<file path="config.mk">
export PLATFORM = sky130hd
export DESIGN_NAME = mem_arbiter
export DESIGN_NICKNAME = d
export VERILOG_FILES = /design/src/rtl/mem_arbiter.sv
export SDC_FILE = /design/constraint.sdc
export NUM_CORES = 1
export LEC_CHECK = 0
export CORE_ASPECT_RATIO = 1.75
export CORE_MARGIN = 2
export CORE_UTILIZATION = 40
export DETAILED_ROUTE_END_ITERATION = 16
export GPL_ROUTABILITY_DRIVEN = 0
export PLACE_DENSITY = 0.79
export SETUP_SLACK_MARGIN = 0.4
export SLEW_MARGIN = 20
export SYNTH_ARGS = -nofsm -noshare
export SYNTH_HDL_FRONTEND = slang
export SYNTH_SLANG_ARGS = --single-unit
export TNS_END_PERCENT = 5
</file>
<file path="constraint.sdc">
create_clock -name clk -period 2.3 [get_ports clk]
set_input_delay 0.46 -clock clk [delete_from_list [all_inputs] [get_ports clk]]
set_output_delay 0.46 -clock clk [all_outputs]
set_load 0.02 [all_outputs]
</file>
<file path="src/rtl/mem_arbiter.sv">
// mem_arbiter: two-port arbiter/sequencer in front of a single-port,
// synchronous-read memory. Port 0 is instruction fetch, port 1 is load/store.
// Every access is serialised through IDLE -> ISSUE [-> CAPTURE] -> IDLE.
// Optional build macro MEMARB_FIXED_PRIO_EN: port 1 always wins a tie, and
// no round-robin pointer is kept.
module mem_arbiter #(
  parameter int AW = 11,
  parameter int DW = 16
) (
  input  logic          clk,
  input  logic          rst_n,
  input  logic          req0,
  input  logic          req1,
  input  logic          we0,
  input  logic          we1,
  input  logic [AW-1:0] addr0,
  input  logic [AW-1:0] addr1,
  input  logic [DW-1:0] wdata0,
  input  logic [DW-1:0] wdata1,
  output logic          gnt0,
  output logic          gnt1,
  output logic          done0,
  output logic          done1,
  output logic [DW-1:0] rdata0,
  output logic [DW-1:0] rdata1,
  output logic [AW-1:0] mem_address,
  output logic [DW-1:0] mem_data_in,
  output logic          mem_rd,
  output logic          mem_wr,
  input  logic [DW-1:0] mem_data_out
);

  typedef enum logic [1:0] {IDLE, ISSUE, CAPTURE} state_t;

  state_t state;
  logic   we_l;   // latched direction of the access in flight
  logic   id_l;   // latched winner: 0 = port 0, 1 = port 1
`ifndef MEMARB_FIXED_PRIO_EN
  logic   last_win;
`endif

  // Selected requester's qualifiers, chosen by the grant.
  logic          sel_we;
  logic [AW-1:0] sel_addr;
  logic [DW-1:0] sel_wdata;

  // Combinational grant: only in IDLE, at most one port at a time.
  always_comb begin
    gnt0 = 1'b0;
    gnt1 = 1'b0;
    if (state == IDLE) begin
`ifdef MEMARB_FIXED_PRIO_EN
      gnt1 = req1;
      gnt0 = req0 & ~req1;
`else
      if (req0 && req1) begin
        gnt0 = last_win;
        gnt1 = ~last_win;
      end else begin
        gnt0 = req0;
        gnt1 = req1;
      end
`endif
    end
  end

  // Qualifier mux for the winning port.
  always_comb begin
    sel_we    = gnt1 ? we1    : we0;
    sel_addr  = gnt1 ? addr1  : addr0;
    sel_wdata = gnt1 ? wdata1 : wdata0;
  end

  // Sequencer FSM with registered memory strobes and completion pulses.
  // Address and write data are loaded straight into the memory-side
  // registers at the grant edge, so they already sit on the bus during ISSUE.
  always_ff @(posedge clk or negedge rst_n) begin
    if (!rst_n) begin
      state       <= IDLE;
      we_l        <= 1'b0;
      id_l        <= 1'b0;
`ifndef MEMARB_FIXED_PRIO_EN
      last_win    <= 1'b1;
`endif
      mem_rd      <= 1'b0;
      mem_wr      <= 1'b0;
      mem_address <= '0;
      mem_data_in <= '0;
      done0       <= 1'b0;
      done1       <= 1'b0;
      rdata0      <= '0;
      rdata1      <= '0;
    end else begin
      done0  <= 1'b0;
      done1  <= 1'b0;
      mem_rd <= 1'b0;
      mem_wr <= 1'b0;
      case (state)
        IDLE: begin
          if (gnt0 || gnt1) begin
            id_l        <= gnt1;
            we_l        <= sel_we;
            mem_address <= sel_addr;
            mem_data_in <= sel_wdata;
            mem_rd      <= ~sel_we;
            mem_wr      <= sel_we;
`ifndef MEMARB_FIXED_PRIO_EN
            last_win    <= gnt1;
`endif
            state       <= ISSUE;
          end
        end
        ISSUE: begin
          if (we_l) begin
            if (id_l) done1 <= 1'b1;
            else      done0 <= 1'b1;
            state <= IDLE;
          end else begin
            state <= CAPTURE;
          end
        end
        CAPTURE: begin
          if (id_l) begin
            rdata1 <= mem_data_out;
            done1  <= 1'b1;
          end else begin
            rdata0 <= mem_data_out;
            done0  <= 1'b1;
          end
          state <= IDLE;
        end
        default: state <= IDLE;
      endcase
    end
  end

endmodule

</file>
After elaboration in Yosys (flattened, before gate mapping)
Index checks and enable logic that the tools add are counted.
W data, S select, Z words.
{"block": "totals", "word_cells": 44, "ff_bits": 68, "out_inout_bits": 65, "input_bits": 76}
{"block": "op_classes", "n_mux": 20, "bitwise": 3, "reduce_logical": 6, "eq_ne": 3}
{"operator": "$mux W16", "count": 1}
{"operator": "$mux W1", "count": 13}
{"operator": "$mux W11", "count": 1}
{"operator": "$reduce_and A2 Y1", "count": 3}
{"operator": "$mux W2", "count": 2}
{"operator": "$pmux W1 S2", "count": 2}
{"operator": "$pmux W2 S2", "count": 1}
{"operator": "$not A1 Y1", "count": 3}
{"operator": "$eq A2 B1 Y1 const B", "count": 1}
{"operator": "$eq A2 B2 Y1 const B", "count": 1}
{"operator": "$logic_not A2 Y1", "count": 1}
{"operator": "$ne A2 B1 Y1 const B", "count": 1}
{"operator": "$logic_and A1 B1 Y1", "count": 1}
{"operator": "$logic_or A1 B1 Y1", "count": 1}

Logic depth before layout (Yosys ltp)
Gate-level depths: netlist (run 1).
{"block": "logic_depth", "word_depth": 7, "depth_mapped": 7, "ltp_nobuf": 5}

Worst setup path after synthesis (run 1)
Ideal clock, no wire load.
{"block": "synth_timing", "path_kind": "register to output", "start": "register state[0]", "end": "output gnt0", "required_time_ps": 1840, "path_stages_with_launch": 6, "slack_ps": 560, "t_arrival_ps": 1280, "path_buffers": 1, "path_cell_list": "dfrtp_1 -> inv_1 -> ha_1 -> nand2_1 -> a21oi_1 -> buf_1"}
{"block": "synth_between", "elab_chain_len": 2}
{"item": "start: declaration", "line_no": "35", "text": "state_t state;"}
{"item": "start signal: assignment", "line_no": "79", "text": "state <= IDLE;"}
{"item": "start signal: assignment", "line_no": "110", "text": "state <= ISSUE;"}
{"item": "start signal: assignment", "line_no": "117", "text": "state <= IDLE;"}
{"item": "$logic_not A2 Y1", "line_no": "51", "text": "if (state == IDLE) begin"}
{"item": "$mux W1", "line_no": "51"}
{"item": "end: declaration", "line_no": "20", "text": "output logic gnt0,"}
Every way passes these cells.

Worst setup path after layout (run 1)
{"block": "layout_timing", "start": "register state[0]", "end": "output gnt1"}
{"block": "layout_between", "elab_chain_len": 2}
{"item": "$logic_not A2 Y1", "line_no": "51"}
{"item": "$mux W1", "line_no": "51"}
{"item": "end: declaration", "line_no": "21", "text": "output logic gnt1,"}
Every way passes these cells.

==> results of run 1 <==
## per-stage QoR
step | hold WS, ns | TNS [ns] | setup slack, ns
CTS | 0.188 | 0 | 0.361
floorplan | 0.164 | 0 | 0.560
detailed placement | 0.495 | -0.0227 | -0.0227
global route | 0.222 | 0 | 0.403
global placement | 0.486 | 0 | 0.0114
finish | 0.174 | 0 | 0.459
## timing repair
action                     4_1_cts  5_1_grt
setup buffers                    0        1
setup endpoints to repair        2        2
gates resized for setup          9        5
## final cells by class
cell class / count / area share (%)
clock buffers: 12 / 5.29
clock inverters: 2 / 1.29
inverters: 3 / 0.242
multi-input cells: 115 / 21.8
flip-flops and latches: 68 / 36.5
well taps: 84 / 2.25
repair buffers: 154 / 32.6
## cell families after synthesis
| kind of cell | Yosys count | share of synthesized area [%] |
|---|---|---|
| multiplexers | 34 | 13.7 |
| AO/OA/AOI/OAI | 35 | 11.5 |
| adder cells (fa/ha/maj) | 3 | 1.35 |
| AND/OR/NAND/NOR | 43 | 9.22 |
| buffers and inverters | 15 | 3.06 |
| flip-flops | 68 | 61.2 |
## path summary, 6_finish.rpt
check	to	start	slack (ns)	cells past startpoint
min in group clk	rdata0[8]$_DFFE_PN0P_	rdata0[8]$_DFFE_PN0P_	0.50	1
worst min-delay path	mem_data_in[4]$_DFFE_PN0P_	rst_n	0.17	1
worst max register to register	mem_data_in[2]$_DFFE_PN0P_	state[0]$_DFFE_PN0P_	0.64	6
worst max-delay path	gnt1	state[0]$_DFFE_PN0P_	0.46	5
worst min register to register	rdata0[8]$_DFFE_PN0P_	rdata0[8]$_DFFE_PN0P_	0.50	1
max in group asynchronous	mem_address[7]$_DFFE_PN0P_	rst_n	1.49	2
## placed cells by master, fill, tap and decap left out, drive strengths merged
cell type / count
nor2b: 1
a21bo: 1
a31oi: 1
and2: 29
a221o: 27
buf: 17
and3: 1
bufinv: 2
clkbuf: 12
a21oi: 4
dfrtp: 67
nand2: 6
o21a: 1
clkdlybuf4s50: 136
ha: 3
nor3b: 1
nand2b: 1
nor2: 2
dlymetal6s2s: 1
dfstp: 1
mux2: 33
inv: 3
nand3: 1
mux2i: 1
and3b: 1
o21ai: 1
## report_power, final
part / total, mW / internal (mW) / switching [mW] / leakage [nW]
combinational: 3.29 / 1.78 / 1.51 / 1.03
clock: 1.42 / 0.966 / 0.456 / 0.149
sequential: 2.10 / 1.79 / 0.307 / 0.826
## registers in the layout, summed over array words and instances, names as in the netlist
signal and cells:
mem_data_in 16, done0 1, mem_address 11, state 2, done1 1, last_win 1
rdata1 16, mem_wr 1, mem_rd 1, id_l 1, rdata0 16, we_l 1
## routing by layer
metal  vias up  global-route usage, %
li1       1024                      -
met4         0                   8.57
met2        96                   33.8
met3         9                   4.23
met5         -                      0
met1      1061                   24.2
==> metrics.txt, run 1 <==
area share of the largest cell type after synthesis=roughly 60%; Residual DRC=0; placed cells=423; num rows=40; CP required=~1.8 ns; Post-synth top cells=67 x dfrtp_1, 33 x mux2_2, 27 x a221o_1, 27 x and2_1, 6 x nand2_1; dpl hpwl=around 5300 um; worst path bufs/invs=2; DIE HEIGHT=between 100 and 150 um; number of setup violations in the final report=0; Synth warnings=0; Post-Route Utilization=roughly 68%; Non-Filler Instances=between 400 and 500; most frequent cell after synthesis=dfrtp_1; pwr dens=1460 nW/um2; Worst path top cell family by delay=flip-flops; Core ar.=slightly below 7000 um2; largest cells by area after synthesis=dfrtp_1 60%, mux2_2 13%, a221o_1 9.7%, and2_1 6.1%, ha_1 1.3%; most frequent CP cell=and2_4; cells after synthesis=between 150 and 200; CP Capture Type=primary output; CTS tree=yes; FMAX=0.543 GHz; Clock Skew=0.00780 ns; period utilization=80.0%; Total GRT Usage=between 20% and 30%; pin count of the biggest net entering global routing=38; post-route design area=~4700 um2; Setup CP Type=flip-flop to primary output; RSZ-0062 raised after global routing=no; Tot Pwr=6.81 mW; Mapped Avg Cell Area=between 10 and 15 um2; Post-synth EDFFs=0; DRT antenna net count=0; worst min path class=input port to async pin; Max IR drop VDD=1.08 mV; Skew-Pair Late Insertion Delay=around 0.32 ns; WL met1=2880 um; met2 WL post-DR=around 3800 um; Post-Route WL=about 7200 um; max-cap viol count=0; uppermost layer routed=met4; DR WL met3=approximately 440 um; share of cells above drive strength 1=between 20% and 30%; initial antenna violation count=0; Final Max Tran Viols=0; Mapped Nets=277; Fill cells=approximately 520; Die Wd=67.1 um; vias in the first global route=between 2000 and 2500; DIE AREA=~7700 um2; worst-path fanout max=3; first-pass GRT wire length=about 11000 um; area of the multi-input gates=1010 um2; fin nets=430; wire length per cell=16.5 um; Area Overhead vs Synth=67.5%; CP startpoint kind=flip-flop; Period minus WS final=between 1.5 and 2 ns; Synth Flop Type=dfrtp_1; Netlist cell types=26; Reg clk slew, reported paths=around 0.060 ns; hold buffers post-CTS=0; initial DRC count=between 90 and 100; Syn Std Cell Area=between 2000 and 3000 um2; IO Pins=approximately 140; Seq/Total Area, Yosys=61.2%; Vias/cell=roughly 5; DR pass1 iterations=6; largest area contributor in the netlist=dfrtp_1; critical path arrival=about 1.4 ns; FF/Latch Area=between 1500 and 2000 um2; Synth Register Bits=68; worst-path cell chain=inv_2 > ha_4 > and2_4 > and2_4 > buf_4; placed inst area=about 4300 um2; GRT overflow=0; outcome=completed; CP max-delay cell=dfrtp_1; Final Hold Violating Endpoints=0; Buffers on Ports=140; Async SR Flop Fraction=100%; Ant. Diodes=0; htree depth=3; Rel. slew slack=a little over half; Vias=approximately 2200; Crit path largest cell delay=roughly 0.38 ns; Clock Sinks=a little under 70; cts bufs inserted=9; Tightest Pin Transition=a little under 0.7 ns; Starting Density=between 40% and 50%; Lkg Pwr=between 2 and 2.5 nW; Root Driver=clkbuf_16; Clock Path Buffers=2
No activity file was read; power rests on OpenSTA's default activity.
==> run 2: changes to the inputs <==
==> constraint.sdc (replaced) <==
create_clock -name clk -period 1.75 [get_ports clk]
set_input_delay 0.35 -clock clk [delete_from_list [all_inputs] [get_ports clk]]
set_output_delay 0.35 -clock clk [all_outputs]
set_load 0.02 [all_outputs]
==> metrics.txt, run 2 (synthesis results as in run 1) <==
outcome=completed (unchanged); DIE HEIGHT=114 um (unchanged); CP required=1.40 ns (was 1.84 ns); most frequent cells in the layout=132 x clkdlybuf4s50_1, 67 x dfrtp_1, 29 x mux2_2 (was 136 x clkdlybuf4s50_1, 67 x dfrtp_1, 33 x mux2_2); hold buffers post-CTS=0 (unchanged); GRT overflow=0 (unchanged); number of setup violations in the final report=0 (unchanged); Residual DRC=0 (unchanged); share of cells above drive strength 1=24.2% (was 20.1%); Clock Path Buffers=2 (unchanged); CP startpoint kind=flip-flop (unchanged); Buffers on Ports=140 (unchanged); pin count of the biggest net entering global routing=69 (was 38); Setup TNS=0 ns (unchanged); Period minus WS final=~1.7 ns; DRT antenna net count=0 (unchanged); max-cap viol count=0 (unchanged); Final Hold Violating Endpoints=0 (unchanged); dpl hpwl=5510 um (was 5280 um); Core ar.=6810 um2 (unchanged); Setup CP Type=flip-flop to primary output (unchanged); Non-Filler Instances=448 (was 438); first-pass GRT wire length=12300 um (was 11400 um); initial antenna violation count=0 (unchanged); Vias/cell=5.13 (was 5.00); htree depth=3 (unchanged); FMAX=0.593 GHz; num rows=40 (unchanged); critical path arrival=1.34 ns (was 1.38 ns); period utilization=between 90% and 100%; vias in the first global route=2449 (was 2295); Vias=2299 (was 2190); Final Max Tran Viols=0 (unchanged); Total GRT Usage=22.0% (was 20.0%); Reg-to-Reg Start=state[1]$_DFFE_PN0P_ (was state[0]$_DFFE_PN0P_); wire length per cell=18.1 um (was 16.5 um); CP Capture Type=primary output (unchanged); worst min path class=input port to async pin (unchanged); Post-Route WL=8120 um (was 7220 um); Die Wd=67.1 um (unchanged); Worst R2R Setup Slack=0.15 ns (was 0.64 ns); Fin Hold WS=0.0313 ns (was 0.174 ns); Area Overhead vs Synth=71.4% (was 67.5%); worst-path fanout max=3 (unchanged); IO Pins=141 (unchanged); DR pass1 iterations=4 (was 6); CTS tree=yes (unchanged); Ant. Diodes=0 (unchanged); Rel. slew slack=75.9% (was 55.0%); R2R depth=6 (unchanged); Lkg Pwr=2.04 nW (was 2.01 nW); initial DRC count=154 (was 92); RSZ-0062 raised after global routing=yes (was no); DIE AREA=7670 um2 (unchanged); fin nets=438 (was 430); most common cell after layout, fill and taps aside=clkdlybuf4s50_1 (unchanged); Skew-Pair Late Insertion Delay=0.33 ns (was 0.32 ns); Clock Skew=0.00483 ns (was 0.00780 ns); Max IR drop VDD=0.863 mV (was 1.08 mV); Tightest Pin Transition=0.361 ns (was 0.676 ns); cts bufs inserted=9 (unchanged); Starting Density=40.9% (unchanged); FF-to-FF End=mem_address[9]$_DFFE_PN0P_ (was mem_data_in[2]$_DFFE_PN0P_); Clock Sinks=68 (unchanged); Largest regs=mem_data_in: 16 flops, rdata0: 16 flops, rdata1: 16 flops (unchanged); placed cells=426 (was 423); pwr dens=1880 nW/um2 (was 1460 nW/um2); post-place setup slack=-0.393 ns (was -0.0227 ns); PnR worst setup slack=0.0650 ns (was 0.459 ns); Reg clk slew, reported paths=0.06 ns (about the same); Root Driver=clkbuf_16 (unchanged)
[run 2: changes by cell type in the layout (fill, tap and decap cells not counted), moves of 3 or more]
cell	change
clkdlybuf4s50_1	-4
mux2_4	+4
mux2_2	-4
buf_4	+4
clkdlybuf4s15_2	+4
buf_6	+3
[run 2: worst max path at each step]
stage / cells after the start / endpoint / slack (ns) / startpoint
after floorplan: 7 / mem_address[0]$_DFFE_PN0P_ / 0.19 / state[0]$_DFFE_PN0P_
after global placement: 4 / gnt0 / -0.39 / req0
after detailed placement: 4 / gnt0 / -0.39 / req0
after CTS: 5 / gnt1 / 0.08 / state[0]$_DFFE_PN0P_
after global routing: 5 / gnt1 / 0.02 / state[1]$_DFFE_PN0P_
final: 5 / gnt1 / 0.06 / state[1]$_DFFE_PN0P_
[run 2: layout make-up]
class | instances | area (um2)
well taps | 84 | 105
flip-flops and latches | 68 | 1700
clock buffers | 12 | 246
inverters | 3 | 11.3
multi-input cells | 115 | 1050
fillers | 487 | 2040
repair buffers | 162 | 1630
clock inverters | 4 | 25.0
[run 2: where the power goes]
part / switching (mW) / total (mW) / internal (mW)
Clock: 0.640 / 1.63 / 0.992
Combinational: 2.09 / 4.56 / 2.47
Sequential: 0.421 / 2.77 / 2.35
[run 2: metrics by stage]
step / power (mW) / instance area, um2 / util [%]
floorplan: 5.01 / 2790 / -
global placement: 7.02 / 4380 / 64.3
detailed placement: 7.16 / 4380 / 64.3
CTS: 8.91 / 4690 / 68.9
global route: 9.45 / 4770 / 70.1
finish: 8.97 / 4770 / 70.1
[run 2: repair_timing]
action | in CTS | in global routing
setup buffers | 3 | 2
endpoints found under the setup margin | 128 | 131
gates resized for setup | 28 | 10
gates cloned | 0 | 1
pin swaps | 1 | 1
[run 2: worst max-delay path, stage by stage (launching register included)]
cell and delay (ns):
dfrtp_1 0.39, inv_2 0.09, ha_4 0.14, and2_4 0.13, and2_4 0.14, buf_6 0.11
[run 2: metal layers]
layer  wire length [um]  track usage (%)  up-vias  share of wire [%]
met5                  0                0        -                  0
met3                505             5.51       15                6.2
met1               2980             23.8     1138                 37
met2               4480             39.5      102                 55
li1                   -                -     1044                  -
met4                156             9.12        0                1.9
